### src/rtl/conv_mac_pkg.sv
// Shared helpers for the conv MAC engine: width derivation and configuration checks.
// Used by conv_mac_pipe and conv_mac_mul_pipe.
package conv_mac_pkg;

  function automatic int clog2(input int value);
    int v;
    int r;
    v = value - 1;
    r = 0;
    while (v > 0) begin
      r++;
      v = v >> 1;
    end
    return r;
  endfunction

  // PROD_WIDTH: full-precision signed product width.
  function automatic int prod_width(input int din0_w, input int din1_w);
    return din0_w + din1_w;
  endfunction

  // TAP_CNT_WIDTH: tap counter width, at least one bit even for single-tap windows.
  function automatic int tap_cnt_width(input int acc_len);
    return (acc_len > 1) ? clog2(acc_len) : 1;
  endfunction

  function automatic bit acc_width_ok(input int acc_w, input int din0_w, input int din1_w,
                                      input int acc_len);
    return acc_w >= prod_width(din0_w, din1_w) + clog2(acc_len);
  endfunction

endpackage

### src/rtl/conv_mac_mul_pipe.sv
// Signed multiplier core: registered operands, then NUM_STAGE product registers with a
// valid shift chain. Data registers carry no reset so the core maps onto a DSP slice.
module conv_mac_mul_pipe #(
  parameter int A_WIDTH    = 16,
  parameter int B_WIDTH    = 8,
  parameter int NUM_STAGE  = 2,
  parameter int PROD_WIDTH = A_WIDTH + B_WIDTH
) (
  input  logic                         clk,
  input  logic                         rst_n,
  input  logic                         i_en,
  input  logic                         i_flush,
  input  logic                         i_valid,
  input  logic signed [A_WIDTH-1:0]    i_a,
  input  logic signed [B_WIDTH-1:0]    i_b,
  output logic signed [PROD_WIDTH-1:0] o_prod,
  output logic                         o_valid,
  output logic                         o_busy
);

  logic signed [A_WIDTH-1:0]    r_a;
  logic signed [B_WIDTH-1:0]    r_b;
  logic                         r_op_vld;
  logic signed [PROD_WIDTH-1:0] r_prod [NUM_STAGE];
  logic [NUM_STAGE-1:0]         r_vld;
  logic signed [PROD_WIDTH-1:0] w_mul;

  assign w_mul = PROD_WIDTH'(r_a) * PROD_WIDTH'(r_b);

  always_ff @(posedge clk) begin
    if (i_en) begin
      r_a       <= i_a;
      r_b       <= i_b;
      r_prod[0] <= w_mul;
      for (int s = 1; s < NUM_STAGE; s++) begin
        r_prod[s] <= r_prod[s-1];
      end
    end
  end

  // Flush wins over enable so an aborted window cannot leak a product.
  always_ff @(posedge clk or negedge rst_n) begin
    if (!rst_n) begin
      r_op_vld <= 1'b0;
      r_vld    <= '0;
    end else if (i_flush) begin
      r_op_vld <= 1'b0;
      r_vld    <= '0;
    end else if (i_en) begin
      r_op_vld <= i_valid;
      r_vld[0] <= r_op_vld;
      for (int s = 1; s < NUM_STAGE; s++) begin
        r_vld[s] <= r_vld[s-1];
      end
    end
  end

  assign o_prod  = r_prod[NUM_STAGE-1];
  assign o_valid = r_vld[NUM_STAGE-1];
  assign o_busy  = r_op_vld || (|r_vld);

endmodule

### src/rtl/conv_mac_pipe.sv
// Pipelined signed MAC: sums ACC_LEN products per window and emits one scaled result.
// CONV_MAC_SAT_EN selects saturating output formatting and adds the sat_flag port.
module conv_mac_pipe
  import conv_mac_pkg::*;
#(
  parameter int DIN0_WIDTH = 16,
  parameter int DIN1_WIDTH = 8,
  parameter int ACC_WIDTH  = 32,
  parameter int DOUT_WIDTH = 24,
  parameter int NUM_STAGE  = 2,
  parameter int ACC_LEN    = 9,
  parameter int OUT_SHIFT  = 0
) (
  input  logic                  ap_clk,
  input  logic                  ap_rst_n,
  input  logic                  ce,
  input  logic                  in_valid,
  output logic                  in_ready,
  input  logic [DIN0_WIDTH-1:0] din0,
  input  logic [DIN1_WIDTH-1:0] din1,
  input  logic                  acc_clr,
  output logic                  out_valid,
  input  logic                  out_ready,
  output logic [DOUT_WIDTH-1:0] dout,
  output logic                  busy
`ifdef CONV_MAC_SAT_EN
  ,
  output logic                  sat_flag
`endif
);

  localparam int PROD_WIDTH    = prod_width(DIN0_WIDTH, DIN1_WIDTH);
  localparam int TAP_CNT_WIDTH = tap_cnt_width(ACC_LEN);
  localparam logic [TAP_CNT_WIDTH-1:0] TAP_LAST = TAP_CNT_WIDTH'(ACC_LEN - 1);

  if (!acc_width_ok(ACC_WIDTH, DIN0_WIDTH, DIN1_WIDTH, ACC_LEN)) begin : g_bad_acc_width
    $error("conv_mac_pipe: ACC_WIDTH too narrow for DIN0_WIDTH+DIN1_WIDTH+clog2(ACC_LEN)");
  end
  if (NUM_STAGE < 1) begin : g_bad_num_stage
    $error("conv_mac_pipe: NUM_STAGE must be >= 1");
  end
  if (ACC_LEN < 1) begin : g_bad_acc_len
    $error("conv_mac_pipe: ACC_LEN must be >= 1");
  end
  if (DOUT_WIDTH > ACC_WIDTH) begin : g_bad_dout_width
    $error("conv_mac_pipe: DOUT_WIDTH must not exceed ACC_WIDTH");
  end

  logic                         r_out_valid;
  logic [DOUT_WIDTH-1:0]        r_dout;
  logic [TAP_CNT_WIDTH-1:0]     r_tap;
  logic signed [ACC_WIDTH-1:0]  r_acc;

  logic                         w_adv;
  logic                         w_clr;
  logic                         w_accept;
  logic                         w_fire;
  logic                         w_load;
  logic signed [PROD_WIDTH-1:0] w_prod;
  logic                         w_prod_vld;
  logic                         w_pipe_busy;
  logic signed [ACC_WIDTH-1:0]  w_prod_ext;
  logic signed [ACC_WIDTH-1:0]  w_base;
  logic signed [ACC_WIDTH-1:0]  w_sum;
  logic signed [ACC_WIDTH-1:0]  w_shifted;
  logic [DOUT_WIDTH-1:0]        w_fmt;

  // A pending result that downstream refuses freezes everything upstream of it.
  assign w_adv    = ce && (!r_out_valid || out_ready);
  assign w_clr    = ce && acc_clr;
  assign in_ready = w_adv && !acc_clr;
  assign w_accept = in_valid && in_ready;

  conv_mac_mul_pipe #(
    .A_WIDTH    (DIN0_WIDTH),
    .B_WIDTH    (DIN1_WIDTH),
    .NUM_STAGE  (NUM_STAGE),
    .PROD_WIDTH (PROD_WIDTH)
  ) u_mul (
    .clk     (ap_clk),
    .rst_n   (ap_rst_n),
    .i_en    (w_adv),
    .i_flush (w_clr),
    .i_valid (w_accept),
    .i_a     (din0),
    .i_b     (din1),
    .o_prod  (w_prod),
    .o_valid (w_prod_vld),
    .o_busy  (w_pipe_busy)
  );

  assign w_fire     = w_adv && !acc_clr && w_prod_vld;
  assign w_load     = w_fire && (r_tap == TAP_LAST);
  assign w_prod_ext = ACC_WIDTH'(w_prod);
  assign w_base     = (r_tap == '0) ? '0 : r_acc;
  assign w_sum      = w_base + w_prod_ext;
  assign w_shifted  = w_sum >>> OUT_SHIFT;

`ifdef CONV_MAC_SAT_EN
  localparam logic signed [ACC_WIDTH-1:0] SAT_MAX =
    {{(ACC_WIDTH-DOUT_WIDTH+1){1'b0}}, {(DOUT_WIDTH-1){1'b1}}};
  localparam logic signed [ACC_WIDTH-1:0] SAT_MIN =
    {{(ACC_WIDTH-DOUT_WIDTH+1){1'b1}}, {(DOUT_WIDTH-1){1'b0}}};

  logic r_sat;
  logic w_sat;

  always_comb begin
    w_fmt = DOUT_WIDTH'(w_shifted);
    w_sat = 1'b0;
    if (w_shifted > SAT_MAX) begin
      w_fmt = DOUT_WIDTH'(SAT_MAX);
      w_sat = 1'b1;
    end else if (w_shifted < SAT_MIN) begin
      w_fmt = DOUT_WIDTH'(SAT_MIN);
      w_sat = 1'b1;
    end
  end

  assign sat_flag = r_sat;
`else
  assign w_fmt = DOUT_WIDTH'(w_shifted);
`endif

  always_ff @(posedge ap_clk or negedge ap_rst_n) begin
    if (!ap_rst_n) begin
      r_tap       <= '0;
      r_acc       <= '0;
      r_out_valid <= 1'b0;
      r_dout      <= '0;
`ifdef CONV_MAC_SAT_EN
      r_sat       <= 1'b0;
`endif
    end else begin
      if (w_clr) begin
        r_tap <= '0;
        r_acc <= '0;
      end else if (w_fire) begin
        r_acc <= w_sum;
        r_tap <= (r_tap == TAP_LAST) ? '0 : r_tap + 1'b1;
      end
      // acc_clr never touches the output register; a pending result survives an abort.
      if (w_adv) begin
        r_out_valid <= w_load;
      end
      if (w_load) begin
        r_dout <= w_fmt;
`ifdef CONV_MAC_SAT_EN
        r_sat  <= w_sat;
`endif
      end
    end
  end

  assign out_valid = r_out_valid;
  assign dout      = r_dout;
  assign busy      = w_pipe_busy || (r_tap != '0);

endmodule
### config.mk
export PLATFORM = sky130hd
export DESIGN_NAME = conv_mac_pipe
export DESIGN_NICKNAME = d
export VERILOG_FILES = /design/src/rtl/conv_mac_pkg.sv /design/src/rtl/conv_mac_mul_pipe.sv /design/src/rtl/conv_mac_pipe.sv
export SDC_FILE = /design/constraint.sdc
export NUM_CORES = 1
export LEC_CHECK = 0
export BUFFER_PORTS_ARGS = -buffer_cell sky130_fd_sc_hd__buf_2
export CORE_ASPECT_RATIO = 1.75
export CORE_MARGIN = 3
export CORE_UTILIZATION = 45
export CTS_CLUSTER_SIZE = 14
export DETAILED_ROUTE_END_ITERATION = 7
export GPL_TIMING_DRIVEN = 0
export PLACE_DENSITY_LB_ADDON = 0.25
export SYNTH_ARGS = -nofsm -noshare
export SYNTH_HDL_FRONTEND = slang
export SYNTH_SLANG_ARGS = --single-unit
### constraint.sdc
create_clock -name ap_clk -period 10.75 [get_ports ap_clk]
set_input_delay 1.075 -clock ap_clk [delete_from_list [all_inputs] [get_ports ap_clk]]
set_output_delay 1.075 -clock ap_clk [all_outputs]
set_load 0.01 [all_outputs]
==> flow_summary.toml <==
[sta]
min_period_ns = 5.78
finalHoldViolCount = 0
rsz0062_at_grt = "no"
skew_ns = 0.00920
timing.fmax_mhz = 173
hold_ws_ns = 0.418
setup_viol = 0
timing_worst_slew_pin_value_ns = 0.883
maxSlewViolCount = 0
post-route-period-util_pct = 53.8
fin_setup_tns_ns = 0
setup_ws_ns = 4.97
maxSlewHeadroom_pct = 41.1

[critical_path]
path_class = "reg2reg"
crit_required_ns = 10.91
crit_arrival_ns = 5.94
worst-path-max-fanout = 10
start_kind = "register"
ff2ff_path_depth = 18
critPathCaptureType = "register"

[grt]
grt_util_all_layers_pct = 18.5
grt_antenna_before_repair = 0
grt_pass1_vias = 7340
grt_start_max_net_pins = 74
grt.overflow.total = 0
grt_pass1_wl_um = 35800

[placement]
dp_hpwl_um = 16700
gp_congestion = 0.858
dp_slack_ns = 4.88
port_buffers = 55
placed_cells = 1326

[power]
max-vdd-ir-drop_v = 0.0000922
leakagePower_nw = 5.45
powerDensity_nw_per_um2 = 215

[cts]
clk-insertion-delay-late_ns = 0.43
htreeDepth = 4
cts_root_buffer = "clkbuf_16"
cts_inserted_buffers = 17
cts_tree = "yes"
cts_setup_buffers = 0
postCtsHoldBufs = 0
clkTransAtPathRegs_ns = 0.06
cts.path.max_buffers = 2
clock-sinks = 128
post_cts_resized = 0

[detailed_routing]
vias_per_cell = 5.02
ant_nets = 0
drt_iter0_drc = 269
dr_total_vias = 6823
drt_pass1_iterations = 4
drc = 0
wire_per_inst_um = 15.3
routed_wl_um = 20800

[layout]
diodes = 0
seq_area_um2 = 3560
stdcell_count = 1358
drive_above_1_share_pct = 9.89
multi_input_area_um2 = 5970
areaGrowthSynthToFinish_pct = 12.7
fillers = 2074
nets = 1253

[synthesis]
ys_ff_latch = 128
synthTopCellsByArea = "edfxtp_1, fa_1, dfrtp_1"
ys_warn_count = 0
avgSynthCellArea_um2 = 10.5
ys.flop_type = "edfxtp_1"
synth_area_leader_cell = "edfxtp_1"
synth_area_um2 = 10200
yosys.cell_types.count = 48
synth.net_count = 1179
synth_edf_count = 72
syn_inst = 975
yosysSeqAreaShare_pct = 34.9
yosysTopAreaCellShare_pct = 21.2
synth_async_sr_flop_share_pct = 43.8

[hold_path]
holdCritPathClass = "reg2reg"
hold_depth = 0

[floorplan]
core_area_um2 = 22200
row_count = 72
start_util_pct = 46.0
ios = 57
design.die.area_um2 = 24600
die_w_um = 120
die_y_um = 205

[status]
status = "complete, no violations"

[job]
maxCapViolations = 0
## final timing paths
kind | from | end | slack [ns]
max | u_mul.r_b[7]$_DFFE_PP_ | u_mul.r_prod[0][23]$_DFFE_PP_ | 4.97
min | u_mul.r_prod[0][7]$_DFFE_PP_ | u_mul.r_prod[0][31]$_DFFE_PP_ | 0.42
max reg2reg | u_mul.r_b[7]$_DFFE_PP_ | u_mul.r_prod[0][23]$_DFFE_PP_ | 4.97
min reg2reg | u_mul.r_prod[0][7]$_DFFE_PP_ | u_mul.r_prod[0][31]$_DFFE_PP_ | 0.42
max in group asynchronous | ap_rst_n | r_acc[19]$_DFFE_PN0P_ | 9.54
min in group asynchronous | ap_rst_n | dout[2]$_DFFE_PN0P_ | 0.71
## placed cells by master, fill, tap and decap left out, types with 2 or more instances in the layout
cell type,n
clkbuf_1,23
a31oi_1,2
buf_2,54
nand3_1,23
nor2_1,35
o21bai_1,6
clkbuf_16,17
o21ai_2,2
a21o_1,27
o211ai_1,3
nand2_1,66
bufinv_16,4
o21a_1,7
and2_1,91
a211oi_1,5
o31a_1,2
or3_1,2
inv_1,153
xor2_1,15
nor2b_1,27
edfxtp_1,72
ha_1,70
nand4_1,2
dfrtp_1,56
inv_6,2
nand2b_1,9
clkinv_4,5
nor3_1,4
mux2_2,9
o21ai_0,53
and3_1,8
fa_1,104
a21oi_1,43
xnor2_1,32
a21boi_0,2
o22ai_1,3
nand4b_1,2
## layout make-up
| type | count | area share (%) |
|---|---|---|
| timing repair buffer | 55 | 2.42 |
| inverter | 154 | 5.05 |
| buffer | 24 | 0.784 |
| clock buffer | 17 | 3.70 |
| multi-input combinational | 669 | 52.0 |
| clock inverter | 15 | 1.82 |
| sequential | 128 | 31.0 |
| tap | 296 | 3.22 |
## per-layer routing
metal	up-vias	track usage [%]	wire length (µm)
met3	34	3.26	472
met2	96	36.8	12000
met4	0	6.47	572
li1	3334	-	-
met5	-	0	0
met1	3359	19.0	7800
## Yosys cell counts, drive strengths merged (9+ instances only)
cell type	number
inv	154
fa	104
and2	91
edfxtp	72
ha	70
nand2	66
dfrtp	56
o21ai	55
a21oi	43
nor2	35
xnor2	32
nor2b	28
a21o	27
clkbuf	23
nand3	23
xor2	15
mux2	9
nand2b	9
## worst max-delay path: stages, from the launching register on
cell and delay [ns]:
edfxtp_1 0.47, inv_1 0.20, buf_1 0.49, nor2_1 0.16, fa_1 0.53, fa_1 0.53, fa_1 0.55, inv_1 0.05
fa_1 0.52, inv_1 0.04, ha_1 0.33, nor2_1 0.07, nor2_1 0.10, a31oi_1 0.17, o31ai_1 0.58, nand2_1 0.21
o21ai_0 0.22, o21ai_0 0.14, xnor2_1 0.17
## stage by stage
step	instance area [µm²]	utilization, %	power (mW)
after floorplan	10200	-	1.63
after global placement	10800	48.9	1.84
after detailed placement	10800	49.0	1.87
after CTS	11500	51.8	2.50
after global routing	11500	51.8	2.70
final	11500	51.8	2.47
## registers in the layout, indices dropped and copies added (netlist names)
register / count
dout: 24
out_valid: 1
r_acc: 24
r_tap: 4
u_mul.r_a: 16
u_mul.r_b: 8
u_mul.r_op_vld: 1
u_mul.r_prod: 48
u_mul.r_vld: 2
## cells by family (layout without fill, tap and decap cells)
logic type / after synthesis / count (layout) / synth area share (%)
compound gates: 165 / 165 / 10.1
xor+xnor: 47 / 47 / 4.04
fa+ha+maj: 174 / 174 / 29.0
buf+inv: 178 / 265 / 6.55
flops: 128 / 128 / 34.9
mux: 10 / 10 / 1.09
simple gates: 273 / 273 / 14.3
## power by group
group / switching [mW] / leakage [nW] / internal [mW]
logic: 0.632 / 3.67 / 0.502
clock network: 0.230 / 0.307 / 0.391
registers: 0.0371 / 1.47 / 0.678
total: 0.899 / 5.45 / 1.57
Power figures use the tool's default switching activity.
